File: src/rtl/output_buf_pkg.sv
// output_buf_pkg: shared FSM state type and mode tags for the output block buffer.
package output_buf_pkg;
  typedef enum logic [1:0] {IDLE, SER, PAR} state_t;
  localparam logic MODE_SRAM = 1'b0;
  localparam logic MODE_I2C  = 1'b1;
endpackage

File: src/rtl/output_block_buffer_if.sv
// output_block_buffer_if: SRAM byte-stream and I2C block handshakes leaving the buffer.
interface output_block_buffer_if #(parameter int BLOCK_W = 64, parameter int BYTE_W = 8);
  logic [BYTE_W-1:0]  sram_data;
  logic               sram_valid;
  logic               sram_ready;
  logic [BLOCK_W-1:0] i2c_data;
  logic               i2c_valid;
  logic               i2c_ready;
  modport master (output sram_data, sram_valid, i2c_data, i2c_valid, input sram_ready, i2c_ready);
  modport slave  (input sram_data, sram_valid, i2c_data, i2c_valid, output sram_ready, i2c_ready);
endinterface

File: src/rtl/block_fifo.sv
// block_fifo: synchronous FIFO of tagged cipher blocks with registered occupancy.
module block_fifo #(
  parameter int WIDTH = 65,
  parameter int DEPTH = 4
) (
  input  logic                   clk,
  input  logic                   n_rst,
  input  logic                   push,
  input  logic                   pop,
  input  logic [WIDTH-1:0]       wdata,
  output logic [WIDTH-1:0]       rdata,
  output logic [$clog2(DEPTH):0] count,
  output logic                   full,
  output logic                   empty
);
  localparam int AW = $clog2(DEPTH);
  logic [WIDTH-1:0] mem_q [DEPTH];
  logic [AW-1:0]    wr_q, rd_q;
  logic [AW:0]      cnt_q;
  logic             wr, rd;
  assign full  = cnt_q == (AW+1)'(DEPTH);
  assign empty = cnt_q == '0;
  assign wr    = push && !full;
  assign rd    = pop && !empty;
  assign rdata = mem_q[rd_q];
  assign count = cnt_q;
  always_ff @(posedge clk)
    if (wr) mem_q[wr_q] <= wdata;
  // Power-of-two depth lets the pointers wrap by plain overflow.
  always_ff @(posedge clk or negedge n_rst)
    if (!n_rst) begin
      wr_q  <= '0;
      rd_q  <= '0;
      cnt_q <= '0;
    end else begin
      wr_q  <= wr_q + AW'(wr);
      rd_q  <= rd_q + AW'(rd);
      cnt_q <= cnt_q + (AW+1)'(wr) - (AW+1)'(rd);
    end
endmodule

File: src/rtl/output_block_buffer.sv
// output_block_buffer: queues finished cipher blocks and drains them in order,
// as an MSB-first byte stream (rw=0) or as whole blocks (rw=1).
module output_block_buffer
  import output_buf_pkg::*;
#(
  parameter int BLOCK_W = 64,
  parameter int BYTE_W  = 8,
  parameter int DEPTH   = 4
) (
  input  logic                   clk,
  input  logic                   n_rst,
  input  logic                   load_enable,
  input  logic                   rw,
  input  logic [BLOCK_W-1:0]     des_out,
  output logic                   full,
  output logic                   overflow,
  output logic [$clog2(DEPTH):0] count,
  output logic                   busy,
  output_block_buffer_if.master  dst
);
  localparam int NBYTES = BLOCK_W / BYTE_W;
  localparam int IW     = $clog2(NBYTES);
  state_t             state_q;
  logic [BLOCK_W-1:0] sh_q, blk_q;
  logic [IW-1:0]      idx_q;
  logic               overflow_q;
  logic [BLOCK_W:0]   head;
  logic               empty, done, pop;
  block_fifo #(.WIDTH(BLOCK_W + 1), .DEPTH(DEPTH)) u_fifo (
    .clk, .n_rst, .push(load_enable), .pop, .wdata({rw, des_out}),
    .rdata(head), .count, .full, .empty
  );
  assign done = (state_q == SER && dst.sram_ready && idx_q == IW'(NBYTES - 1)) ||
                (state_q == PAR && dst.i2c_ready);
  assign pop  = (state_q == IDLE || done) && !empty;
  assign busy           = state_q != IDLE;
  assign dst.sram_valid = state_q == SER;
  assign dst.i2c_valid  = state_q == PAR;
  assign dst.sram_data  = sh_q[BLOCK_W-1 -: BYTE_W];
  assign dst.i2c_data   = blk_q;
  assign overflow       = overflow_q;
  // Each side keeps its own holding register so the idle side's data never moves.
  always_ff @(posedge clk or negedge n_rst)
    if (!n_rst) begin
      state_q    <= IDLE;
      sh_q       <= '0;
      blk_q      <= '0;
      idx_q      <= '0;
      overflow_q <= 1'b0;
    end else begin
      overflow_q <= load_enable && full;
      if (pop) begin
        state_q <= head[BLOCK_W] == MODE_I2C ? PAR : SER;
        idx_q   <= '0;
        if (head[BLOCK_W] == MODE_SRAM) sh_q <= head[BLOCK_W-1:0];
        else blk_q <= head[BLOCK_W-1:0];
      end else if (done) begin
        state_q <= IDLE;
        idx_q   <= '0;
      end else if (state_q == SER && dst.sram_ready) begin
        sh_q  <= sh_q << BYTE_W;
        idx_q <= idx_q + IW'(1);
      end
    end
endmodule

File: src/flat_wrapper.sv
// flat-port wrapper written by rule: the top's interface ports become plain ports
module output_block_buffer_flat import output_buf_pkg::*;
#(
  parameter int BLOCK_W = 64,
  parameter int BYTE_W  = 8,
  parameter int DEPTH   = 4
)
  (clk, n_rst, load_enable, rw, des_out, full, overflow, count, busy, dst_sram_data, dst_sram_valid, dst_i2c_data, dst_i2c_valid, dst_sram_ready, dst_i2c_ready);
  output_block_buffer_if #(.BLOCK_W(BLOCK_W), .BYTE_W(BYTE_W)) dst_i ();
  input  logic clk;
  input  logic n_rst;
  input  logic load_enable;
  input  logic rw;
  input  logic [BLOCK_W-1:0] des_out;
  output logic full;
  output logic overflow;
  output logic [$clog2(DEPTH):0] count;
  output logic busy;
  output wire logic [$bits(dst_i.sram_data)-1:0] dst_sram_data;
  output wire logic [$bits(dst_i.sram_valid)-1:0] dst_sram_valid;
  output wire logic [$bits(dst_i.i2c_data)-1:0] dst_i2c_data;
  output wire logic [$bits(dst_i.i2c_valid)-1:0] dst_i2c_valid;
  input wire logic [$bits(dst_i.sram_ready)-1:0] dst_sram_ready;
  input wire logic [$bits(dst_i.i2c_ready)-1:0] dst_i2c_ready;
  assign dst_sram_data = dst_i.sram_data;
  assign dst_sram_valid = dst_i.sram_valid;
  assign dst_i2c_data = dst_i.i2c_data;
  assign dst_i2c_valid = dst_i.i2c_valid;
  assign dst_i.sram_ready = dst_sram_ready;
  assign dst_i.i2c_ready = dst_i2c_ready;
  output_block_buffer #(.BLOCK_W(BLOCK_W), .BYTE_W(BYTE_W), .DEPTH(DEPTH)) u_core (.clk(clk), .n_rst(n_rst), .load_enable(load_enable), .rw(rw), .des_out(des_out), .full(full), .overflow(overflow), .count(count), .busy(busy), .dst(dst_i));
endmodule
File: config.mk
export PLATFORM = sky130hd
export DESIGN_NAME = output_block_buffer_flat
export DESIGN_NICKNAME = d
export VERILOG_FILES = /design/src/rtl/output_buf_pkg.sv /design/src/rtl/output_block_buffer_if.sv /design/src/rtl/block_fifo.sv /design/src/rtl/output_block_buffer.sv /design/src/flat_wrapper.sv
export SDC_FILE = /design/constraint.sdc
export NUM_CORES = 1
export LEC_CHECK = 0
export BUFFER_PORTS_ARGS = -buffer_cell sky130_fd_sc_hd__buf_2
export CORE_UTILIZATION = 55
export CTS_BUF_LIST = sky130_fd_sc_hd__clkbuf_8
export CTS_CLUSTER_DIAMETER = 200
export DETAILED_ROUTE_END_ITERATION = 8
export GPL_TIMING_DRIVEN = 0
export HOLD_SLACK_MARGIN = 0.02
export PLACE_DENSITY = 0.78
export SYNTH_ARGS = -nofsm -noshare
export SYNTH_HDL_FRONTEND = slang
export SYNTH_SLANG_ARGS = --single-unit
File: constraint.sdc
create_clock -name clk -period 5.8 [get_ports clk]
set_input_delay 1.16 -clock clk [delete_from_list [all_inputs] [get_ports clk]]
set_output_delay 1.16 -clock clk [all_outputs]
set_load 0.05 [all_outputs]
==> impl_metrics.py, run 1 <==
metrics = {
    "global_route": {
        "first_global_vias": 8433,
        "grt_overflow": 0,
        "grt_max_degree": 75,
        "grt_busiest_layer": "met2",
        "grt_pass1_wl_mm": 46.9,
        "antenna_found_initial": 3,
        "met1_usage_pct": 28.6,
        "grt_use_met2_pct": 36.4,
        "grt_usage_pct": 21.8,
        "grtUsageMet3_pct": 4.46,
    },
    "synth": {
        "synth_warnings": 0,
        "ys.flop_type": "edfxtp_1",
        "synth.most_common_cell": "edfxtp_1",
        "ys_types": 35,
        "yosys.area.top_type_share_pct": 49.4,
        "syn-num-nets": 837,
        "synthesis.area_um2": 15800,
        "ys_seq_area_share_pct": 71.7,
        "synth_edf_count": 260,
        "yosysTopAreaCell": "edfxtp_1",
        "synth_seq_cells": 401,
        "synth_commonest_cells": "260 x edfxtp_1, 141 x dfrtp_1, 88 x mux2_2",
        "synthCells": 762,
        "synth.avg_cell_area_um2": 20.7,
        "synthTopCellsByArea": "edfxtp_1 49%, dfrtp_1 22%, mux4_2 9.3%",
        "synthArstFlopShare_pct": 35.2,
    },
    "timing": {
        "fin_crit_sh_pct": 62.9,
        "fin_skew_ps": 25.9,
        "period_minus_slack_ps": 3650,
        "slew_headroom_pct": 39.9,
        "rsz0062_at_grt": "false",
        "max_freq_ghz": 0.274,
        "hold_violations": 0,
        "tightest_slew_ps": 901,
        "setup_viol": 0,
        "whs_ps": 484,
        "slew_violations": 0,
        "fin_ws_ps": 2150,
    },
    "clock_network": {
        "cts_inserted_buffers": 66,
        "cts_root_buf": "clkbuf_8",
        "cts_setup_buffers": 0,
        "clock-sinks": 401,
        "cts-resized-gates": 0,
        "hold_buffers": 0,
        "cts_max_path_buffers": 3,
        "htree_levels": 3,
        "clock_latency_ps": 550,
        "cts_tree": "yes",
        "clkTransAtPathRegs_ps": 60,
    },
    "run": {
        "maxCapViolCount": 0,
    },
    "place": {
        "dpl.hpwl_mm": 20.6,
        "placed_cell_area_um2": 17400,
        "gp_congestion": 0.765,
        "numPortBuffers": 149,
        "preCtsSetupSlack_ps": 1600,
    },
    "setup_path": {
        "cp-start-kind": "input pin",
        "r2r_end": "u_core.u_fifo.count[2]",
        "crit_end": "u_core.u_fifo.count[2]",
        "reg2reg_slack_ps": 2170,
        "r2r_cells": 12,
        "crit-reg2reg-launch": "u_core.idx_q[0]",
        "critPathKind": "in2reg",
        "end_kind": "register",
        "cp.arrival_ps": 4110,
        "worstPathMaxFanout": 10,
        "crit_path_start": "dst_sram_ready",
        "critPathRequiredTime_ps": 6260,
    },
    "routing": {
        "vias_per_cell": 5.47,
        "wl_mm": 30.7,
        "drtAntennaViolNets": 0,
        "firstDrtPassIters": 4,
        "first_iter_violations": 537,
        "drc_errors": 0,
        "drt-wirelength-per-cell_um": 21.5,
        "vias": 7797,
    },
    "min_path": {
        "min_path_type": "reg2reg",
        "holdPathStages": 1,
    },
    "cells_and_area": {
        "nFillCells": 1914,
        "final_nets": 1068,
        "synthToLayoutAreaGrowth_pct": 17.6,
        "fin_util_pct": 66.4,
        "finish.instance_area_um2": 18600,
        "drive_gt1_share_pct": 46.3,
    },
    "floorplanning": {
        "start_util_pct": 56.4,
        "rows": 61,
        "die_width_um": 172,
        "coreArea_um2": 28000,
        "ioPinCount": 150,
        "die_area_um2": 29400,
        "die_h_um": 172,
    },
    "power": {
        "peakVddDrop_uv": 437,
        "report.power.total_mw": 10.4,
        "powerDensity_nw_per_um2": 557,
        "p_leak_nw": 7.50,
    },
    "outcome": {
        "outcome": "completed",
    },
}
==> layer usage <==
layer / part of all wire, % / vias up / wire, um
met5: 0 / - / 0
met1: 42 / 4042 / 12800
li1: - / 3452 / -
met2: 51 / 245 / 15500
met3: 5.4 / 58 / 1650
met4: 2.2 / 0 / 682
==> final cells by class <==
class | instances | area [um2] | share of cell area, %
plain buffers | 45 | 328 | 1.76
inverters | 12 | 45.0 | 0.242
multi-input cells | 304 | 4140 | 22.3
clock buffers | 71 | 977 | 5.26
repair buffers | 163 | 1070 | 5.74
well taps | 378 | 473 | 2.54
flip-flops and latches | 401 | 11300 | 61.0
diodes | 4 | 10.0 | 0.0539
clock inverters | 47 | 215 | 1.16
==> stage by stage <==
step                      cells  TNS, ps
after floorplan             762        0
after global placement     1289  -188490
after detailed placement   1303        0
after CTS                  1421        0
after global routing       1423        0
final                      1425        0
==> state kept, by name (all words and copies together), names as in the netlist <==
register	flops
u_core.u_fifo.mem_q	260
u_core.dst.i2c_data	64
u_core.sh_q	64
u_core.idx_q	3
u_core.u_fifo.count	3
u_core.state_q	2
u_core.u_fifo.rd_q	2
u_core.u_fifo.wr_q	2
u_core.overflow	1
==> cells by family after synthesis <==
kind of cell | synth area share, %
DFF | 71.7
AOI/OAI and AO/OA | 0.491
xor gates and xnor gates | 0.388
and+or+nand+nor | 1.01
buffers and inverters | 2.36
adders and majority gates | 0.443
muxes | 23.6
==> power by group <==
group	internal [mW]	leakage [nW]	switching [mW]
logic	1.65	2.58	2.31
clock network	1.17	0.726	1.05
registers	3.85	4.20	0.327
total	6.67	7.50	3.69
==> worst max-delay path, cell delays in order <==
cell and delay (ps):
buf_2 100, nand2_1 100, a221oi_2 650, buf_2 400
buf_2 320, buf_2 300, xnor2_1 120, ha_1 210
fa_1 410, xnor2_1 190, xnor2_1 130
==> worst min-delay path by stage <==
stage	start	endpoint
final	u_core.dst.i2c_data[53]	u_core.dst.i2c_data[53]
after CTS	u_core.dst.i2c_data[53]	u_core.dst.i2c_data[53]
after floorplan	u_core.sh_q[58]	u_core.sh_q[58]
after detailed placement	u_core.dst.i2c_data[53]	u_core.dst.i2c_data[53]
after global routing	u_core.sh_q[60]	u_core.sh_q[60]
after global placement	u_core.dst.i2c_data[40]	u_core.dst.i2c_data[40]
==> cells in the final DEF (no fill, tap or decap), types with 2 or more instances in the layout <==
| master | count |
|---|---|
| dfrtp_1 | 141 |
| mux2_4 | 50 |
| clkbuf_1 | 13 |
| clkbuf_8 | 71 |
| nor2b_1 | 2 |
| mux4_2 | 65 |
| ha_1 | 4 |
| inv_1 | 44 |
| clkinv_2 | 3 |
| mux2_1 | 38 |
| xnor2_1 | 4 |
| diode_2 | 4 |
| a21oi_1 | 2 |
| nand2_1 | 17 |
| buf_8 | 6 |
| nor3_1 | 4 |
| mux2_2 | 88 |
| mux2i_1 | 10 |
| buf_4 | 8 |
| edfxtp_1 | 260 |
| buf_2 | 164 |
| buf_16 | 8 |
| clkinv_1 | 9 |
| buf_12 | 7 |
| o21ai_0 | 2 |
| xor2_1 | 3 |
Note: power is estimated with default switching activity, not from simulation.
==> inputs of run 2 (changes only) <==
--- a/config.mk
+++ b/config.mk
@@ -5,14 +5,15 @@
 export SDC_FILE = /design/constraint.sdc
 export NUM_CORES = 1
 export LEC_CHECK = 0
+export ABC_AREA = 1
 export BUFFER_PORTS_ARGS = -buffer_cell sky130_fd_sc_hd__buf_2
-export CORE_UTILIZATION = 55
+export CORE_UTILIZATION = 62
 export CTS_BUF_LIST = sky130_fd_sc_hd__clkbuf_8
 export CTS_CLUSTER_DIAMETER = 200
 export DETAILED_ROUTE_END_ITERATION = 8
 export GPL_TIMING_DRIVEN = 0
 export HOLD_SLACK_MARGIN = 0.02
-export PLACE_DENSITY = 0.78
+export PLACE_DENSITY = 0.82
 export SYNTH_ARGS = -nofsm -noshare
 export SYNTH_HDL_FRONTEND = slang
 export SYNTH_SLANG_ARGS = --single-unit
==> constraint.sdc (replaced) <==
create_clock -name clk -period 3.77 [get_ports clk]
set_input_delay 0.754 -clock clk [delete_from_list [all_inputs] [get_ports clk]]
set_output_delay 0.754 -clock clk [all_outputs]
set_load 0.05 [all_outputs]
==> run 2 against run 1 <==
Die area down 4.0%. Non-clock buffer count up 74. Combinational power down 62%. Via count up 71%. Area after synthesis up 8.2%. Sequential share of layout area down 4.3 points. Total power up 1.1%. Routed wire length up 42%. Largest power group unchanged. Highest routed layer is now met5.
==> impl_metrics.py, run 2 <==
metrics = {
    "outcome": {
        "outcome": "completed",
    },
    "run": {
        "maxCapViolCount": 0,
    },
    "synth": {
        "synth_commonest_cells": "811 x nand2_1, 260 x edfxtp_1, 141 x dfrtp_1",
        "synth.most_common_cell": "nand2_1",
        "synth_seq_cells": 401,
        "synth.avg_cell_area_um2": 9.74,
        "ys_types": 27,
        "synthesis.area_um2": 17100,
        "ys.flop_type": "edfxtp_1",
        "synthTopCellsByArea": "edfxtp_1 46%, dfrtp_1 21%, nand2_1 18%",
        "syn-num-nets": 1831,
        "synth_edf_count": 260,
        "ys_seq_area_share_pct": 66.3,
        "yosys.area.top_type_share_pct": 45.7,
        "yosysTopAreaCell": "edfxtp_1",
        "synthArstFlopShare_pct": 35.2,
        "synth_warnings": 0,
        "synthCells": 1756,
    },
    "place": {
        "numPortBuffers": 149,
        "placed_cell_area_um2": 18800,
        "gp_congestion": 0.882,
        "preCtsSetupSlack_ps": 823,
        "dpl.hpwl_mm": 30.1,
        "dpl.cell_count": 2264,
    },
    "routing": {
        "wl_mm": 43.4,
        "firstDrtPassIters": 6,
        "drc_errors": 0,
        "drt-wirelength-per-cell_um": 18.2,
        "drtAntennaViolNets": 0,
        "vias": 13300,
        "vias_per_cell": 5.60,
        "first_iter_violations": 1440,
    },
    "timing": {
        "tightest_slew_ps": 773,
        "slew_headroom_pct": 48.3,
        "setup_viol": 0,
        "rsz0062_at_grt": "false",
        "period_minus_slack_ps": 2630,
        "slew_violations": 0,
        "fin_crit_sh_pct": 69.9,
        "max_freq_ghz": 0.380,
        "hold_violations": 0,
        "fin_skew_ps": 20.0,
        "fin_ws_ps": 1140,
        "tns_ps": 0,
        "whs_ps": 135,
    },
    "global_route": {
        "grtUsageMet3_pct": 5.92,
        "grt_usage_pct": 31.4,
        "grt_overflow": 0,
        "met1_usage_pct": 41.3,
        "grt_max_degree": 77,
        "grt_pass1_wl_mm": 67.6,
        "antenna_found_initial": 4,
        "first_global_vias": 12900,
        "grt_busiest_layer": "met2",
        "grt_use_met2_pct": 51.8,
    },
    "floorplanning": {
        "start_util_pct": 63.3,
        "coreArea_um2": 27000,
        "die_area_um2": 28200,
        "ioPinCount": 150,
        "die_width_um": 168,
        "die_h_um": 168,
        "rows": 60,
    },
    "cells_and_area": {
        "final_nets": 2061,
        "drive_gt1_share_pct": 17.3,
        "fin_util_pct": 73.9,
        "regMostFlops": "u_core.u_fifo.mem_q",
        "largest_register_ffs": 260,
        "finish.instance_area_um2": 20000,
        "fin_cells": 2382,
        "nFillCells": 1811,
        "synthToLayoutAreaGrowth_pct": 16.9,
        "layout_commonest_cell": "nand2_1",
        "final_cell_mix": "811 x nand2_1, 260 x edfxtp_1, 206 x buf_2, 141 x dfrtp_1, 137 x nand3_1",
    },
    "clock_network": {
        "hold_buffers": 0,
        "htree_levels": 2,
        "cts_tree": "yes",
        "cts_setup_buffers": 0,
        "clock-sinks": 401,
        "cts_inserted_buffers": 61,
        "cts_root_buf": "clkbuf_8",
        "clock_latency_ps": 620,
        "cts_max_path_buffers": 3,
        "clkTransAtPathRegs_ps": 60,
        "cts-resized-gates": 0,
    },
    "power": {
        "report.power.total_mw": 10.5,
        "powerDensity_nw_per_um2": 524,
        "p_leak_nw": 9.74,
        "peakVddDrop_uv": 301,
    },
    "setup_path": {
        "cp-start-kind": "register",
        "path_cells": "inv_1 > nand2_1 > nor2_1 > nor2_1 > inv_1 > nor3_4 > buf_16 > buf_16 > buf_8",
        "critPathKind": "reg2reg",
        "crit_buf_inv": 5,
        "worstPathMaxFanout": 18,
        "end_kind": "register",
        "crit_slowest_cell": "nor3_4",
        "critPathRequiredTime_ps": 4070,
        "crit_family": "simple AND/OR/NAND/NOR gates",
        "cp.arrival_ps": 2940,
        "max_stage_delay_ps": 650,
    },
    "min_path": {
        "min_path_type": "in2async",
    },
}
==> run 2: cell types whose count changed after synthesis, moves of 56 or more <==
cell and change:
nand2_1 +794, nand4_1 +57, mux2_2 -88, mux4_2 -65, inv_1 +56, nand3_1 +137, nor2_1 +128
==> run 2: final cells by class <==
type / instances / area [um2] / share of cell area, %
timing repair buffer: 167 / 1200 / 5.99
clock buffer: 73 / 1000 / 5.03
inverter: 71 / 267 / 1.33
sequential: 401 / 11300 / 56.7
antenna: 3 / 7.51 / 0.0376
clock inverter: 42 / 203 / 1.01
tap: 341 / 427 / 2.13
buffer: 115 / 632 / 3.16
multi-input combinational: 1169 / 4910 / 24.6
==> run 2: layer usage <==
layer	vias up	share of wire [%]
li1	6194	-
met1	6289	38
met2	730	48
met3	134	10
met4	2	3.7
met5	-	0.035
==> run 2: kinds of logic after synthesis <==
kind of cell / after synthesis / synth area share, %
buffers and inverters: 186 / 5.25
AO/OA/AOI/OAI: 11 / 0.344
flip-flops: 401 / 66.3
AND/OR/NAND/NOR: 1149 / 27.5
XOR/XNOR: 3 / 0.154
multiplexers: 1 / 0.0585
adder cells (fa/ha/maj): 5 / 0.410
==> run 2: worst paths after layout <==
check	cells past startpoint	slack (ps)	end	startpoint
worst min register to register	2	480	u_core.dst.i2c_data[44]	u_core.dst.i2c_data[44]
worst max register to register	9	1140	u_core.u_fifo.mem_q[0][4]	u_core.u_fifo.count[1]
worst min-delay path	1	140	u_core.dst.i2c_data[57]	n_rst
min in group clk	1	350	u_core.u_fifo.mem_q[2][18]	des_out[18]
worst max-delay path	9	1140	u_core.u_fifo.mem_q[0][4]	u_core.u_fifo.count[1]
max in group asynchronous	2	2810	u_core.dst.i2c_data[25]	n_rst
==> run 2: worst register-to-register path, cell delays in order (launching register included) <==
cell and delay (ps):
dfrtp_1 380, inv_1 90, nand2_1 90, nor2_1 60
nor2_1 200, inv_1 220, nor3_4 650, buf_16 240
buf_16 170, buf_8 220
==> run 2: power breakdown <==
part | switching [mW] | internal (mW)
sequential | 0.158 | 5.35
clock | 1.65 | 1.82
combinational | 1.03 | 0.470
==> inputs of run 3 (changes only) <==
--- a/config.mk
+++ b/config.mk
@@ -7,13 +7,13 @@
 export LEC_CHECK = 0
 export ABC_AREA = 1
 export BUFFER_PORTS_ARGS = -buffer_cell sky130_fd_sc_hd__buf_2
-export CORE_UTILIZATION = 62
+export CORE_UTILIZATION = 56
 export CTS_BUF_LIST = sky130_fd_sc_hd__clkbuf_8
 export CTS_CLUSTER_DIAMETER = 200
 export DETAILED_ROUTE_END_ITERATION = 8
 export GPL_TIMING_DRIVEN = 0
 export HOLD_SLACK_MARGIN = 0.02
-export PLACE_DENSITY = 0.82
+export PLACE_DENSITY = 0.79
 export SYNTH_ARGS = -nofsm -noshare
 export SYNTH_HDL_FRONTEND = slang
 export SYNTH_SLANG_ARGS = --single-unit
==> constraint.sdc (replaced) <==
create_clock -name clk -period 2.1 [get_ports clk]
set_input_delay 0.42 -clock clk [delete_from_list [all_inputs] [get_ports clk]]
set_output_delay 0.42 -clock clk [all_outputs]
set_load 0.05 [all_outputs]
==> run 3 against run 2 <==
The run now ends with negative setup slack left. Final cell count rose by 2.9%. Global-route usage fell by 2.7 points. Sequential cell count did not move. Critical path type unchanged. Largest cell class unchanged. Largest power group unchanged.
==> impl_metrics.py, run 3 (synthesis results as in run 2) <==
metrics = {
    "power": {
        "sw_frac_of_total_pct": 27.2,
        "pwr-share-clk_pct": 34.5,
        "p_comb_share_pct": 14.2,
        "p_switching_mw": 5.27,
        "p_leak_nw": 9.90,
        "p_int_mw": 14.1,
        "peakVddDrop_uv": 520,
        "report.power.total_mw": 19.3,
        "powerDensity_nw_per_um2": 948,
        "p_seq_share_pct": 51.3,
    },
    "clock_network": {
        "clock_latency_ps": 580,
        "cts_root_buf": "clkbuf_8",
        "clkTransAtPathRegs_ps": 60,
        "cts_max_path_buffers": 3,
        "cts_inserted_buffers": 67,
        "htree_levels": 3,
        "clock-sinks": 401,
        "cts_tree": "yes",
    },
    "place": {
        "preCtsSetupSlack_ps": -461,
        "dpl.hpwl_mm": 29.5,
        "numPortBuffers": 149,
        "gp_congestion": 0.898,
    },
    "timing": {
        "fin_skew_ps": 16.4,
        "fin_ws_ps": -36.3,
        "setup_viol": 2,
        "slew_headroom_pct": 59.8,
        "max_freq_ghz": 0.468,
        "period_minus_slack_ps": 2140,
        "rsz0062_at_grt": "true",
        "tightest_slew_ps": 603,
        "whs_ps": 47.2,
        "slew_violations": 0,
        "fin_crit_sh_pct": 102,
        "hold_violations": 0,
    },
    "min_path": {
        "min_path_type": "in2reg",
    },
    "outcome": {
        "violations": "negative setup slack",
        "outcome": "finished, violations left",
    },
    "cells_and_area": {
        "drive_gt1_share_pct": 19.2,
        "final_cell_mix": "807 x nand2_1, 260 x edfxtp_1, 199 x buf_2, 138 x dfrtp_1, 137 x nand3_1",
        "final_nets": 2081,
        "regMostFlops": "u_core.u_fifo.mem_q",
        "layout_commonest_cell": "nand2_1",
        "nFillCells": 2153,
        "largest_register_ffs": 260,
        "synthToLayoutAreaGrowth_pct": 19.3,
        "fin_util_pct": 68.3,
    },
    "setup_path": {
        "cp-start-kind": "register",
        "cp.arrival_ps": 2640,
        "end_kind": "register",
        "worstPathMaxFanout": 3,
        "critPathKind": "reg2reg",
        "critPathRequiredTime_ps": 2600,
    },
    "routing": {
        "vias_per_cell": 5.44,
        "drc_errors": 0,
        "drtAntennaViolNets": 0,
        "drt-wirelength-per-cell_um": 18.1,
        "first_iter_violations": 1394,
        "firstDrtPassIters": 5,
        "wl_mm": 44.4,
        "vias": 13300,
    },
    "global_route": {
        "grt_overflow": 0,
        "first_global_vias": 12900,
        "antenna_found_initial": 5,
        "grt_max_degree": 95,
        "grt_pass1_wl_mm": 67.7,
        "grt_usage_pct": 28.7,
    },
    "floorplanning": {
        "coreArea_um2": 29900,
        "ioPinCount": 150,
        "die_area_um2": 31200,
        "rows": 63,
        "die_h_um": 177,
        "die_width_um": 177,
        "start_util_pct": 57.2,
    },
    "run": {
        "maxCapViolCount": 0,
    },
}
run 3: layout make-up:
type	instances	area [um2]	share of cell area, %
clock inverter	44	245	1.20
sequential	401	11300	55.6
antenna	4	10.0	0.0491
buffer	112	656	3.21
multi-input combinational	1169	5000	24.5
inverter	71	279	1.37
clock buffer	77	1060	5.19
tap	390	488	2.39
timing repair buffer	184	1320	6.47
run 3: repair_timing:
item                                   4_1_cts  5_1_grt
gates cloned                                 0        0
resized for setup                           17       25
setup endpoints to repair                   70      106
endpoints found under the hold margin       47        0
hold buffers                                 1        0
pin swaps                                    8        3
buffers inserted                            12        5
run 3: routing by layer:
metal	vias up	part of all wire (%)	GRT usage, %
met1	6252	39	37.8
met5	-	0.076	0
met2	749	47	45.6
met4	4	3.5	12.5
met3	115	11	7.04
li1	6225	-	-
run 3: final timing paths:
kind                                         start                    endpoint  slack (ps)  cells after the start
setup reg to reg                   u_core.idx_q[1]      u_core.u_fifo.count[1]         -40                     10
max in group asynchronous                    n_rst     u_core.dst.i2c_data[27]         880                      3
min in group asynchronous                    n_rst     u_core.dst.i2c_data[54]         360                      2
hold / removal                         des_out[18]  u_core.u_fifo.mem_q[3][18]          50                      1
setup / recovery                   u_core.idx_q[1]      u_core.u_fifo.count[1]         -40                     10
hold reg to reg            u_core.dst.i2c_data[14]     u_core.dst.i2c_data[14]         470                      2
run 3: through the flow:
step	cell area [um2]	setup TNS, ps	std cells
finish	20400	-68.6	2452
global route	20400	-825	2448
CTS	20300	-74.3	2443
detailed placement	18800	-7160	2312
global placement	18400	-686390	2295
floorplan	17200	-237270	1756
run 3: power groups by stage:
stage / logic (mW) / registers [mW] / clock network, mW
final: 2.74 / 9.91 / 6.68
after global routing: 2.94 / 9.99 / 7.08
after CTS: 2.70 / 9.91 / 6.75
after detailed placement: 2.64 / 10.0 / 0
after global placement: 2.07 / 10.1 / 0
after floorplan: 1.23 / 10.2 / 0
run 3: critical path: stages, from the launching register on:
cell and delay [ps]:
dfrtp_1 370, ha_2 200, ha_4 120, nand4_1 170
nand3_4 170, nand2_4 100, buf_8 160, nand2_4 60
nand2_4 50, ha_4 150, fa_2 510
